==> src/rtl/serial_sub_pkg.sv <==
// Shared types and limits for the bit-serial subtractor.
package serial_sub_pkg;

   typedef enum logic [1:0] {
      StIdle = 2'd0,
      StRun  = 2'd1,
      StDone = 2'd2
   } serial_sub_state_t;

   localparam int unsigned SERIAL_SUB_MAX_WIDTH = 64;

endpackage

==> src/rtl/fsub_bit.sv <==
// Combinational 1-bit full-subtractor cell: d = a - b - bin, bout = borrow out.
module fsub_bit (
   input  logic a,
   input  logic b,
   input  logic bin,
   output logic d,
   output logic bout
);

   assign d    = a ^ b ^ bin;
   assign bout = (~a & b) | (~a & bin) | (b & bin);

endmodule

==> src/rtl/serial_sub.sv <==
// Bit-serial subtractor, diff = a - b - bin, LSB first, one bit per clock.
// Define SERIAL_SUB_OVF_EN to add the registered signed-overflow output ovf.
module serial_sub
   import serial_sub_pkg::*;
#(
   parameter int unsigned WIDTH = 8,
   parameter int unsigned CNT_W = $clog2(WIDTH)
) (
   input  logic             clk,
   input  logic             rst,
   input  logic             start,
   input  logic [WIDTH-1:0] a,
   input  logic [WIDTH-1:0] b,
   input  logic             bin,
   output logic             busy,
   output logic             done,
   output logic [WIDTH-1:0] diff,
   output logic             borrow
`ifdef SERIAL_SUB_OVF_EN
   ,
   output logic             ovf
`endif
);

   if (WIDTH < 2 || WIDTH > SERIAL_SUB_MAX_WIDTH) begin : g_bad_width
      $error("serial_sub: WIDTH out of range");
   end

   serial_sub_state_t state_q, state_d;
   logic [WIDTH-1:0]  sa_q, sa_d, sb_q, sb_d, sd_q, sd_d;
   logic [WIDTH-1:0]  diff_q, diff_d;
   logic [CNT_W-1:0]  cnt_q, cnt_d;
   logic              br_q, br_d, borrow_q, borrow_d;
   logic              d, bout;
`ifdef SERIAL_SUB_OVF_EN
   logic              ovf_q, ovf_d;
`endif

   fsub_bit u_cell (
      .a   (sa_q[0]),
      .b   (sb_q[0]),
      .bin (br_q),
      .d   (d),
      .bout(bout)
   );

   always_ff @(posedge clk or posedge rst) begin
      if (rst) begin
         state_q  <= StIdle;
         sa_q     <= '0;
         sb_q     <= '0;
         sd_q     <= '0;
         cnt_q    <= '0;
         br_q     <= 1'b0;
         diff_q   <= '0;
         borrow_q <= 1'b0;
`ifdef SERIAL_SUB_OVF_EN
         ovf_q    <= 1'b0;
`endif
      end else begin
         state_q  <= state_d;
         sa_q     <= sa_d;
         sb_q     <= sb_d;
         sd_q     <= sd_d;
         cnt_q    <= cnt_d;
         br_q     <= br_d;
         diff_q   <= diff_d;
         borrow_q <= borrow_d;
`ifdef SERIAL_SUB_OVF_EN
         ovf_q    <= ovf_d;
`endif
      end
   end

   always_comb begin
      state_d  = state_q;
      sa_d     = sa_q;
      sb_d     = sb_q;
      sd_d     = sd_q;
      cnt_d    = cnt_q;
      br_d     = br_q;
      diff_d   = diff_q;
      borrow_d = borrow_q;
`ifdef SERIAL_SUB_OVF_EN
      ovf_d    = ovf_q;
`endif
      unique case (state_q)
         StIdle: begin
            if (start) begin
               sa_d    = a;
               sb_d    = b;
               br_d    = bin;
               cnt_d   = '0;
               state_d = StRun;
            end
         end
         StRun: begin
            sa_d  = sa_q >> 1;
            sb_d  = sb_q >> 1;
            br_d  = bout;
            sd_d  = {d, sd_q[WIDTH-1:1]};
            cnt_d = cnt_q + CNT_W'(1);
            if (cnt_q == CNT_W'(WIDTH - 1)) begin
               diff_d   = {d, sd_q[WIDTH-1:1]};
               borrow_d = bout;
`ifdef SERIAL_SUB_OVF_EN
               // Borrow into the MSB cell differing from borrow out flags signed overflow
               ovf_d    = br_q ^ bout;
`endif
               state_d  = StDone;
            end
         end
         StDone:  state_d = StIdle;
         default: state_d = StIdle;
      endcase
   end

   assign busy   = (state_q == StRun);
   assign done   = (state_q == StDone);
   assign diff   = diff_q;
   assign borrow = borrow_q;
`ifdef SERIAL_SUB_OVF_EN
   assign ovf    = ovf_q;
`endif

endmodule
==> config.mk <==
export PLATFORM = sky130hd
export DESIGN_NAME = serial_sub
export DESIGN_NICKNAME = d
export VERILOG_FILES = /design/src/rtl/serial_sub_pkg.sv /design/src/rtl/fsub_bit.sv /design/src/rtl/serial_sub.sv
export SDC_FILE = /design/constraint.sdc
export NUM_CORES = 1
export LEC_CHECK = 0
export CAP_MARGIN = 10
export CELL_PAD_IN_SITES_DETAIL_PLACEMENT = 1
export CELL_PAD_IN_SITES_GLOBAL_PLACEMENT = 2
export CORE_UTILIZATION = 36
export DETAILED_ROUTE_END_ITERATION = 16
export GPL_TIMING_DRIVEN = 0
export PLACE_DENSITY_LB_ADDON = 0.1
export SLEW_MARGIN = 10
export SYNTH_ARGS = -nofsm -noshare
export SYNTH_HDL_FRONTEND = slang
export SYNTH_SLANG_ARGS = --single-unit
==> constraint.sdc <==
create_clock -name clk -period 3.8 [get_ports clk]
set_input_delay 0.38 -clock clk [delete_from_list [all_inputs] [get_ports clk]]
set_output_delay 0.38 -clock clk [all_outputs]
set_load 0.01 [all_outputs]
## After elaboration in Yosys (flattened, before gate mapping)

Cells that the tools add are included.

- Add/subtract/negate cells: 1
- Multipliers: 0
- Div/mod/pow operators: 0
- Order comparisons: 0
- Equality and inequality tests: 5
- Shift operators: 0
- Muxes and demuxes: 11
- Bitwise logic cells: 8
- Reduce and logical (&&, ||, !) cells: 5

Operators by type and width:

| operator | count |
|---|---|
| $pmux 8 s2 | 2 |
| $mux 8 | 2 |
| $pmux 3 s2 | 1 |
| $reduce_and 2->1 | 3 |
| $mux 2 | 2 |
| $pmux 2 s2 | 1 |
| $add 3x1->3 const B | 1 |
| $and 1x1->1 | 3 |
| $eq 3x3->1 const B | 1 |
| $mux 3 | 1 |
| $eq 2x1->1 const B | 1 |
| $eq 2x2->1 const B | 1 |
| $logic_not 2->1 | 1 |
| $ne 2x1->1 const B | 1 |
| $ne 2x2->1 const B | 1 |
| $or 1x1->1 | 2 |
| $pmux 1 s2 | 1 |
| $reduce_bool 2->1 | 1 |
| $xor 1x1->1 | 2 |
| $mux 1 | 1 |
| $not 1->1 | 1 |

- Bits in registers: 39
- Bits in latches: 0
- Bits in writable memories: 0
- Bits in read-only memories: 0
- Logic and storage cells: 38
- Memories: 0

## Logic depth before layout (Yosys ltp)

Gate-level depths: netlist (run 1).

- Depth in word-level cells: 5
- Mapped depth: 5

## By module

From an unflattened synthesis (run 1), not the netlist that was laid out.

- Cells, all modules: 150
- Area total of the unflattened synthesis: 1913.1 µm²

Modules (own cells, without submodules):

| module | times used | cells an instance | area each (µm²) | seq. area each (µm²) |
|---|---|---|---|---|
| serial_sub | 1 | 147 | 1885.6 | 950.9 |
| fsub_bit | 1 | 3 | 27.5 | 0.0 |

## Worst setup path after synthesis (run 1)

No wires, ideal clock.

- Path kind: reg-to-reg
- From: reg cnt_q[0]
- To: reg borrow_q (netlist: borrow)
- Library setup time: 0.125 ns
- Data arrival time: 1.342 ns
- Required time: 3.675 ns
- Setup slack: 2.334 ns
- Cell stages (with the launch flop): 6
- Period minus slack after synthesis: 1.466 ns
- Cells stage by stage: dfrtp_1 ha_1 ha_1 nand3b_1 buf_2 mux2_2

- Word-level cells in the longest chain between the ends: 2

RTL lines:

| item | RTL line | text |
|---|---|---|
| start, declared | serial_sub.sv:32 | `logic [CNT_W-1:0] cnt_q, cnt_d;` |
| start signal, assigned | serial_sub.sv:65 | `cnt_q <= cnt_d;` |
| $eq 3x3->1 | serial_sub.sv:103 | `if (cnt_q == CNT_W'(WIDTH - 1)) begin` |
| $reduce_and 2->1 (no source line) | - |  |
| end signal, assigned | serial_sub.sv:68 | `borrow_q <= borrow_d;` |
| end, declared | serial_sub.sv:33 | `logic br_q, br_d, borrow_q, borrow_d;` |

Every way passes these cells.
A chain may end at the register's enable or synchronous reset.

## Worst setup path after layout (run 1)

- From: reg state_q[1]
- To: out done

- Word-level cells in the longest chain between the ends: 1

RTL lines:

| item | RTL line | text |
|---|---|---|
| start, declared | serial_sub.sv:29 | `serial_sub_state_t state_q, state_d;` |
| start signal, assigned | serial_sub.sv:49 | `state_q <= StIdle;` |
| start signal, assigned | serial_sub.sv:61 | `state_q <= state_d;` |
| $eq 2x2->1 | serial_sub.sv:119 | `assign done = (state_q == StDone);` |
| end, declared | serial_sub.sv:16 | `output logic done,` |

Every way passes these cells.

==> results of run 1 <==
[cell type report]
class	count	area, um^2
fill	514	2480
sequential	38	951
multi-input combinational	79	681
timing repair buffer	29	290
tap	67	83.8
inverter	21	78.8
buffer	12	72.6
clock buffer	5	68.8
clock inverter	3	45.0
[cell usage after synthesis, drive strengths merged, types with 3 or more instances]
cell     n
a221oi   3
a222oi   3
buf     10
nor4b    9
mux2    15
inv     21
a211oi   9
nand3b   3
nor3b   12
dfrtp   38
nor2b    8
[registers in the layout, summed over array words and instances (netlist names)]
name / flops
borrow: 1
br_q: 1
cnt_q: 3
diff: 8
sa_q: 8
sb_q: 8
sd_q: 7
state_q: 2
[power by group through the flow]
| stage | combinational [mW] | sequential (mW) | clock (mW) |
|---|---|---|---|
| after floorplan | 0.480 | 0.715 | 0 |
| after global placement | 0.725 | 0.708 | 0 |
| after detailed placement | 0.756 | 0.725 | 0 |
| after CTS | 0.762 | 0.716 | 0.353 |
| after global routing | 0.824 | 0.742 | 0.373 |
| final | 0.746 | 0.713 | 0.346 |
[worst max-delay path by stage]
stage / to / slack, ps / cells past startpoint
after global routing: done / 1400 / 4
after global placement: sa_q[6]$_DFFE_PP0P_ / 1730 / 2
after CTS: done / 1470 / 4
after floorplan: borrow$_DFFE_PP0P_ / 2330 / 5
final: done / 1500 / 4
after detailed placement: done / 1830 / 4
[per-stage QoR]
step / hold WS, ps / cell area (um^2) / instances / setup slack, ps / total power, mW
finish: 505 / 2270 / 254 / 1500 / 1.80
detailed placement: 485 / 2160 / 246 / 1830 / 1.48
CTS: 505 / 2270 / 254 / 1470 / 1.83
global route: 518 / 2270 / 254 / 1400 / 1.94
floorplan: 459 / 1780 / 150 / 2330 / 1.20
global placement: 476 / 2160 / 246 / 1730 / 1.43
[placed cells by master, fill, tap and decap left out, types with 3 or more instances in the layout]
cell type | Yosys | final
dfrtp_1 | 38 | 38
mux2_2 | 13 | 13
buf_2 | 7 | 7
a211oi_1 | 9 | 9
a222oi_1 | 3 | 3
clkdlybuf4s50_1 | 0 | 29
clkbuf_8 | 0 | 5
nand3b_1 | 3 | 3
nor2b_1 | 8 | 8
nor4b_1 | 9 | 9
a221oi_1 | 3 | 3
inv_1 | 21 | 20
nor3b_1 | 12 | 12
[logic make-up after synthesis]
family                     share of synthesized area [%]
adders and majority gates                           2.53
buffers and inverters                               8.49
DFF                                                 53.3
and+or+nand+nor                                     15.2
AOI/OAI and AO/OA                                   9.82
muxes                                               10.6
[layer usage]
| layer | part of all wire, % | global-route usage [%] | up-vias |
|---|---|---|---|
| met5 | 0 | 0 | - |
| met4 | 1.4 | 6.10 | 0 |
| met3 | 3.5 | 3.47 | 8 |
| met2 | 50 | 31.2 | 27 |
| met1 | 45 | 21.8 | 634 |
| li1 | - | - | 599 |
==> results.toml, run 1 <==
[logic_synthesis]
syn_area_mm2 = 0.00178
synth_top_flop_cell = "dfrtp_1"
synth_edf_count = 0
syn_inst = 150
synth_cell_types = 26
syn-num-nets = 173
yosysWarnings = 0
synth_largest_area_cell = "dfrtp_1"
ys_async_sr_fraction_pct = 100
synth_seq_cells = 38
ys_seq_area_share_pct = 53.3
synth.top_cells.by_area = "dfrtp_1, mux2_2, nor3b_1, inv_1, nor4b_1"
synth.avg_cell_area_um2 = 11.9
post-synth-top-area-fraction_pct = 53.3

[worst_setup_path]
crit_family = "buffers and inverters"
r2r-start = "cnt_q[0]$_DFFE_PP0P_"
critPathKind = "reg2out"
crit_path_top_delay_cell = "clkdlybuf4s50_1"
startpoint_type = "register"
worstPathMaxFanout = 10
worstPathArrival_ps = 1920
rrSetupSlack_ps = 2170
worstPathCellList = "buf_2 -> buf_2 -> nor2b_1 -> clkdlybuf4s50_1"
reg2reg_to = "diff[4]$_DFFE_PP0P_"
reg2reg_depth = 5
startpoint = "state_q[1]$_DFFE_PP0P_"
worst_setup_path_end_kind = "output port"
crit_top_cell = "buf_2"
crit_required_ps = 3420
critPathMaxStageDelay_ps = 540
cp_num_buf_inv = 3

[min_path]
min_to = "diff[5]$_DFFE_PP0P_"
min_from = "diff[5]$_DFFE_PP0P_"
min_path_type = "reg2reg"
holdPathStages = 1

[clock_tree]
clkLatencyLatePin_ps = 290
path_clk_slew_ps = 80
cts-resized-gates = 0
hold_buffers = 0
cts_root_buf = "clkbuf_8"
clock_sinks = 38
h-tree-depth = 2
cts_tree = "built"
post_cts_buffers = 0
numCtsBuffers = 5
cts_buffer_depth = 2

[grt]
grt_remaining_overflow = 0
grtUsageTotal_pct = 17.8
antenna_found_initial = 0
grt_pass1_vias = 1395
grt_pass1_wl_um = 6930
grt_start_max_net_pins = 39

[power]
comb_power_share_pct = 41.4
p_clk_share_pct = 19.2
p_int_mw = 1.20
switching_power_mw = 0.604
p_seq_share_pct = 39.5
power.leakage_nw = 0.978
p_sw_share_pct = 33.5
ir_drop_uv = 248
power_density_mw_per_mm2 = 795

[sta]
fin_tns_setup_ps = 0
finalCritPeriodShare_pct = 60.6
finalHoldViolations = 0
fin_skew_ps = 7.39
rsz0062_at_grt = "no"
relSlewSlack_pct = 47.0
setup_viol = 0
fin_crit_ps = 2300
maxSlewViolCount = 0
worst_pin_slew_ps = 794
fmax_ghz = 0.434

[cells_and_area]
drive_gt1_share_pct = 18.2
syn_to_final_growth_pct = 27.4
nets = 209
post-route-util_pct = 47.8
diodes = 0

[drt]
ant_nets = 0
firstDrtPassIters = 4
drtIter0Drc = 26
routed_via_density = 4.99
via_count = 1268
drcViolationCount = 0
wl_um = 4140
wl_per_cell_um = 16.3

[placement]
port_buffers = 29
gp_congestion = 0.711
place_hpwl_um = 2860

[run_status]
status = "finished, final reports clean"

[floorplanning]
start_util_pct = 37.5
die_w_um = 72.4
fp.dieH_um = 72.4
rows = 25
die-area_mm2 = 0.00524
coreArea_mm2 = 0.00475
io-pin-count = 31

[run]
cap_violations = 0
Power figures use the tool's default switching activity.
==> inputs of run 2 (changes only) <==
Settings changed: CORE_UTILIZATION 36 to 34.
Clock period 3.8 ns to 2.31 ns, I/O delays scaled along.
==> results.toml, run 2 (synthesized netlist as in run 1, its figures left out) <==
[worst_setup_path]
crit_path_top_delay_cell = "clkdlybuf4s50_1"
startpoint_type = "register"
cp_num_buf_inv = 3
crit_required_ps = 2080
crit_family = "buffers and inverters"
critPathMaxStageDelay_ps = 540
reg2reg_depth = 5
worstPathArrival_ps = 1910
rrSetupSlack_ps = 700
worstPathMaxFanout = 10
worst_setup_path_end_kind = "output port"
reg2reg_to = "diff[2]$_DFFE_PP0P_"
worstPathCellList = "buf_2 -> buf_2 -> nor2b_1 -> clkdlybuf4s50_1"
r2r-start = "cnt_q[0]$_DFFE_PP0P_"
crit_top_cell = "buf_2"
critPathKind = "reg2out"

[placement]
port_buffers = 29
dp_worst_setup_slack_ps = 500
place_hpwl_um = 2900
dpl-instance-area_mm2 = 0.00216
gp_congestion = 0.679

[floorplanning]
fp.dieH_um = 74.4
io-pin-count = 31
coreArea_mm2 = 0.00488
start_util_pct = 36.5
die_w_um = 74.4
die-area_mm2 = 0.00554
rows = 25

[clock_tree]
cts_root_buf = "clkbuf_8"
numCtsBuffers = 5
clkLatencyLatePin_ps = 300
cts_tree = "built"
post_cts_buffers = 0
clock_sinks = 38
cts_buffer_depth = 2
h-tree-depth = 2
hold_buffers = 0
path_clk_slew_ps = 80
cts-resized-gates = 0

[grt]
grt_start_max_net_pins = 39
grt_remaining_overflow = 0
grtUsageTotal_pct = 17.7
grt_pass1_wl_um = 7120
grt_pass1_vias = 1385
antenna_found_initial = 0

[sta]
finalHoldViolations = 0
setup_viol = 0
maxSlewViolCount = 0
worst_pin_slew_ps = 806
finalCritPeriodShare_pct = 92.8
whs_ps = 387
relSlewSlack_pct = 46.2
fmax_ghz = 0.466
rsz0062_at_grt = "no"
fin_ws_ps = 166
fin_skew_ps = 4.16
fin_crit_ps = 2140
fin_tns_setup_ps = 0

[drt]
ant_nets = 0
drcViolationCount = 0
routed_via_density = 5.04
wl_per_cell_um = 16.8
drtIter0Drc = 54
via_count = 1279
firstDrtPassIters = 4
wl_um = 4270

[cells_and_area]
syn_to_final_growth_pct = 28.7
nets = 209
design_area_mm2 = 0.00229
diodes = 0
layout_commonest_cell = "dfrtp_1"
final_cell_mix = "dfrtp_1, clkdlybuf4s50_1, inv_1, mux2_2, nor3b_1"
drive_gt1_share_pct = 18.2
post-route-util_pct = 47.0

[min_path]
min_to = "state_q[0]$_DFFE_PP0P_"
min_from = "start"
holdPathStages = 3
min_path_type = "in2reg"

[power]
power.leakage_nw = 0.996
power_density_mw_per_mm2 = 1350
ir_drop_uv = 445

[run]
cap_violations = 0

[run_status]
status = "finished, final reports clean"
-- run 2: changes by cell type in the layout (fill, tap and decap cells not counted), sizes merged --
cell,previous run,this run
clkinv,0,1
clkinvlp,2,0
bufinv,1,2
-- run 2: where the power goes --
part           leakage, nW  internal, mW  switching, mW
Combinational        0.486         0.668          0.560
Clock               0.0683         0.433          0.259
Sequential           0.442         0.991          0.185
Total                0.996          2.09           1.00
-- run 2: how the worst max path moves through the flow --
stage / from / endpoint / slack (ps) / cells after the start
after floorplan: cnt_q[0]$_DFFE_PP0P_ / borrow$_DFFE_PP0P_ / 840 / 5
after global placement: rst / sa_q[6]$_DFFE_PP0P_ / 370 / 2
after detailed placement: state_q[1]$_DFFE_PP0P_ / done / 500 / 4
after CTS: state_q[1]$_DFFE_PP0P_ / done / 150 / 4
after global routing: state_q[1]$_DFFE_PP0P_ / done / 70 / 4
final: state_q[1]$_DFFE_PP0P_ / done / 170 / 4
-- run 2: cell type report --
type	count	area, um^2
Clock inverter	3	68.8
Multi-Input combinational cell	79	681
Buffer	12	72.6
Clock buffer	5	68.8
Tap cell	67	83.8
Inverter	21	78.8
Sequential cell	38	951
Timing Repair Buffer	29	290
Fill cell	556	2580
-- run 2: worst reg2reg max path: stages, from the launching register on --
cell	delay [ps]
dfrtp_1	390
ha_1	210
ha_1	200
nand3b_1	80
buf_2	250
mux2_2	370
-- run 2: stage by stage --
step                      total power [mW]  instances
final                                 3.10        254
after global routing                  3.32        254
after CTS                             3.13        254
after detailed placement              2.44        246
after global placement                2.35        246
after floorplan                       1.97        150
-- run 2: routing by layer --
metal	track usage [%]	up-vias	wire length, um
met5	0	-	0
met4	6.29	0	56
met3	4.47	5	161
met2	29.5	27	2150
met1	22.2	652	1900
li1	-	595	-
